### config.mk
export PLATFORM = sky130hd
export DESIGN_NAME = xor_parity_seq
export DESIGN_NICKNAME = d
export VERILOG_FILES = /design/src/rtl/xor_parity_seq.sv
export SDC_FILE = /design/constraint.sdc
export NUM_CORES = 1
export LEC_CHECK = 0
export BUFFER_PORTS_ARGS = -buffer_cell sky130_fd_sc_hd__buf_2
export CAP_MARGIN = 20
export CORE_AREA = 2 2 47 49
export DETAILED_ROUTE_END_ITERATION = 8
export DIE_AREA = 0 0 49 51
export PLACE_DENSITY_LB_ADDON = 0.05
export SETUP_SLACK_MARGIN = 0.5
export SYNTH_ARGS = -nofsm -noshare
export SYNTH_HDL_FRONTEND = slang
export SYNTH_HIERARCHICAL = 1
export SYNTH_SLANG_ARGS = --single-unit
### constraint.sdc
create_clock -name i_clk -period 3 [get_ports i_clk]
set_clock_uncertainty 0.15 [all_clocks]
set_input_delay 0.3 -clock i_clk [delete_from_list [all_inputs] [get_ports i_clk]]
set_output_delay 0.3 -clock i_clk [all_outputs]
set_load 0.02 [all_outputs]
### src/rtl/xor_parity_seq.sv
// Sequential parity generator/checker: folds a DATA_W-bit word two bits per
// cycle through one shared three-input XOR. Words arrive and results leave on
// valid/ready handshakes.

module xor_3 (
  input  logic in0,
  input  logic in1,
  input  logic in2,
  output logic o_res
);

  assign o_res = in0 ^ in1 ^ in2;

endmodule

module xor_parity_seq #(
  parameter int unsigned DATA_W = 8
) (
  input  logic              i_clk,
  input  logic              i_rst_n,
  input  logic              i_valid,
  output logic              o_ready,
  input  logic [DATA_W-1:0] i_data,
  input  logic              i_odd,
  output logic              o_valid,
  input  logic              i_ready,
  output logic              o_parity,
  output logic              o_busy
);

  localparam int unsigned PAIRS = DATA_W / 2;
  localparam int unsigned CNT_W = $clog2(PAIRS + 1);

  if ((DATA_W < 2) || ((DATA_W % 2) != 0)) begin : g_bad_width
    $fatal(1, "xor_parity_seq: DATA_W must be even and >= 2");
  end

  typedef enum logic [1:0] {
    IDLE = 2'd0,
    RUN  = 2'd1,
    DONE = 2'd2
  } state_t;

  state_t            state;
  logic [DATA_W-1:0] sh;
  logic              acc;
  logic [CNT_W-1:0]  cnt;
  logic              fold;

  // The single shared fold stage: accumulator combined with the low bit pair.
  xor_3 u_xor_3 (
    .in0   (acc),
    .in1   (sh[0]),
    .in2   (sh[1]),
    .o_res (fold)
  );

  assign o_ready = (state == IDLE);
  assign o_busy  = (state != IDLE);

  always_ff @(posedge i_clk or negedge i_rst_n) begin
    if (!i_rst_n) begin
      state    <= IDLE;
      sh       <= '0;
      acc      <= 1'b0;
      cnt      <= '0;
      o_valid  <= 1'b0;
      o_parity <= 1'b0;
    end else begin
      case (state)
        IDLE: begin
          if (i_valid) begin
            sh    <= i_data;
            acc   <= i_odd;
            cnt   <= CNT_W'(PAIRS);
            state <= RUN;
          end
        end
        RUN: begin
          acc <= fold;
          sh  <= sh >> 2;
          cnt <= cnt - CNT_W'(1);
          // Last pair: publish the folded result straight from the XOR stage.
          if (cnt == CNT_W'(1)) begin
            o_parity <= fold;
            o_valid  <= 1'b1;
            state    <= DONE;
          end
        end
        DONE: begin
          if (i_ready) begin
            o_valid <= 1'b0;
            state   <= IDLE;
          end
        end
        default: begin
          o_valid <= 1'b0;
          state   <= IDLE;
        end
      endcase
    end
  end

endmodule

==> impl_metrics.tcl <==
set metrics [dict create \
    syn_area_per_cell_sq_um 12.5 \
    p_sw_uw 349 \
    syn_nets 82 \
    syn2layout_area_growth_pct 14.6 \
    htreeDepth 1 \
    cts_buffers 3 \
    power_uw 976 \
    grt_usage_pct 14.8 \
    grt_max_degree 21 \
    internal_power_uw 628 \
    arrival_ns 1.43 \
    holdWs_ns 0.173 \
    clkSinkCount 16 \
    cp_max_fo 20 \
    pwr-share-seq_pct 42.7 \
    gr-total-overflow 0 \
    firstDrtPassIters 4 \
    clk_latency_ns 0.28 \
    outcome "finished, final reports clean" \
    crit_path_start "state[0]$_DFFE_PN0P_" \
    core_sq_um 2060 \
    slowest_stage "dfrtp_1" \
    clk_path_buf_depth 2 \
    tns_ns 0 \
    io_pins 17 \
    synth_area_leaders "dfrtp_1, o221a_2, or4b_1, a211o_1, ha_1" \
    yosysWarnings 6 \
    ir_drop_v 0.000497 \
    layout_setup_ws_ns 1.12 \
    crit_path_cell_trace "or2_2, inv_1, buf_2" \
    p_leak_uw 0.000465 \
    cap_violations 0 \
    dieArea_sq_um 2500 \
    drt_iter0_drc 9 \
    io_buffers 16 \
    drive_gt1_share_pct 34.1 \
    yosysUniqueCellTypes 29 \
    routed_wirelength_um 1530 \
    cts_tree "done" \
    first_global_vias 576 \
    die_width_um 49 \
    antenna_found_initial 0 \
    synth_top_area_share_pct 47.8 \
    drc 0 \
    finish.utilization_pct 46.5 \
    tightest_slew_ns 0.524 \
    fin_crit_ns 1.88 \
    wl_per_cell_um 13.9 \
    clock.fmax_mhz 531 \
    avgViaCountPerCell 5.17 \
    clkTransAtPathRegs_ns 0.10 \
    crit_path_end_kind "output pin" \
    crit_family "flip-flops" \
    rsz0062_at_grt "no" \
    die_h_um 51 \
    slew_headroom_pct 65.0 \
    dp_hpwl_um 1060 \
    comb_power_share_pct 42.5 \
    rows 17 \
    min_from "i_ready" \
    path_class "reg -> out" \
    ys_seq_area_share_pct 47.8 \
    setup-violations-final 0 \
    grt_pass1_wl_um 2700 \
    yosysTopAreaCell "dfrtp_1" \
    place_ws_ns 1.36 \
    synth_cells 67 \
    reg2reg_from "state[0]$_DFFE_PN0P_" \
    power.density_nw_per_um2 1020 \
    period_share_pct 62.7 \
    initial_core_util_pct 40.6 \
    final_max_slew_viol_count 0 \
    clockPowerShare_pct 14.9 \
    ys_ff_latch 16 \
    max_stage_delay_ns 0.58 \
    ctsResizeCount 0 \
    antenna_cells 0 \
    hold_viol_final 0 \
    gp_congestion 0.653 \
    vias 569 \
    netlist_area_sq_um 837 \
    cp-start-kind "flip-flop" \
    ant_nets 0 \
    final_cell_mix "dfrtp_1, buf_2, or4b_1, o221a_2, inv_1" \
    crit_required_ns 2.55 \
    cts_root_buf "clkbuf_4" \
    critPathBufInv 2 \
    hp-class "in -> reg" \
    netSwitchingFraction_pct 35.7 \
    final_nets 98 \
]
==> final timing paths <==
| path | end | slack [ns] | cells past startpoint |
|---|---|---|---|
| max | o_ready | 1.12 | 3 |
| min | state[1]$_DFFE_PN0P_ | 0.17 | 3 |
| max reg2reg | o_parity$_DFFE_PN0P_ | 1.35 | 2 |
| min reg2reg | o_parity$_DFFE_PN0P_ | 0.34 | 1 |
| max in group asynchronous | cnt[2]$_DFFE_PN0P_ | 2.15 | 2 |
| min in group asynchronous | sh[0]$_DFFE_PN0P_ | 0.29 | 2 |
==> power by group through the flow <==
stage                     Sequential (uW)  Clock [uW]  Combinational, uW
after detailed placement              424           0                417
after floorplan                       386           0                375
after global placement                421           0                414
after global routing                  437         159                477
after CTS                             420         149                419
final                                 417         145                414
==> registers in the layout, summed over array words and instances, names as in the netlist <==
| signal | cells |
|---|---|
| state | 2 |
| acc | 1 |
| sh | 8 |
| cnt | 3 |
| o_parity | 1 |
| o_valid | 1 |
==> tightest hold or removal path: stages <==
cell and delay [ns]:
buf_2 0.07, nor2_1 0.04, a21o_1 0.16
==> cell usage after synthesis (all sizes together) <==
cell    instances
buf             6
mux2            1
xor3            1
dfrtp          16
a211oi          1
or3b            1
or4b            6
nand2b          1
nand2           1
nor2b           1
o21ba           1
o21bai          1
nor3b           3
a211o           3
o22ai           1
mux2i           1
or2             1
ha              2
nor4bb          2
nor4b           1
o221a           7
nor2            1
a31oi           1
a21o            1
and4bb          1
inv             5
==> kinds of logic (layout without fill, tap and decap cells) <==
kind of cell               after synthesis  in the layout  synth area share [%]
and+or+nand+nor                         19             19                  19.0
AOI/OAI and AO/OA                       16             16                  17.9
DFF                                     16             16                  47.8
buffers and inverters                   11             26                  6.88
adders and majority gates                2              2                  2.99
muxes                                    2              2                  2.54
xor gates and xnor gates                 1              1                  2.84
==> stage by stage <==
stage,instance area (sq um),cells
3_5_place_dp,913,105
3_3_place_gp,913,105
5_1_grt,960,110
2_1_floorplan,837,67
4_1_cts,960,110
6_report,960,110
==> final cells by class <==
type | count | area, sq um
clock buffers | 4 | 36.3
multi-input cells | 40 | 379
flip-flops and latches | 16 | 400
inverters | 5 | 18.8
fillers | 209 | 1100
well taps | 28 | 35.0
repair buffers | 17 | 90.1
==> repair_timing <==
action / 4_1_cts / 5_1_grt
hold buffers: 1 / 0
buffers inserted: 0 / 0
hold endpoints to repair: 16 / 0
endpoints found under the setup margin: 0 / 0
==> metal layers <==
layer  GRT usage, %  vias up  wire (um)
met3           2.63        2         52
met2           23.3        8        725
met1           19.2      272        730
li1               -      287          -
met4           8.57        0         16
met5              0        -          0
Note: power is estimated with default switching activity, not from simulation.
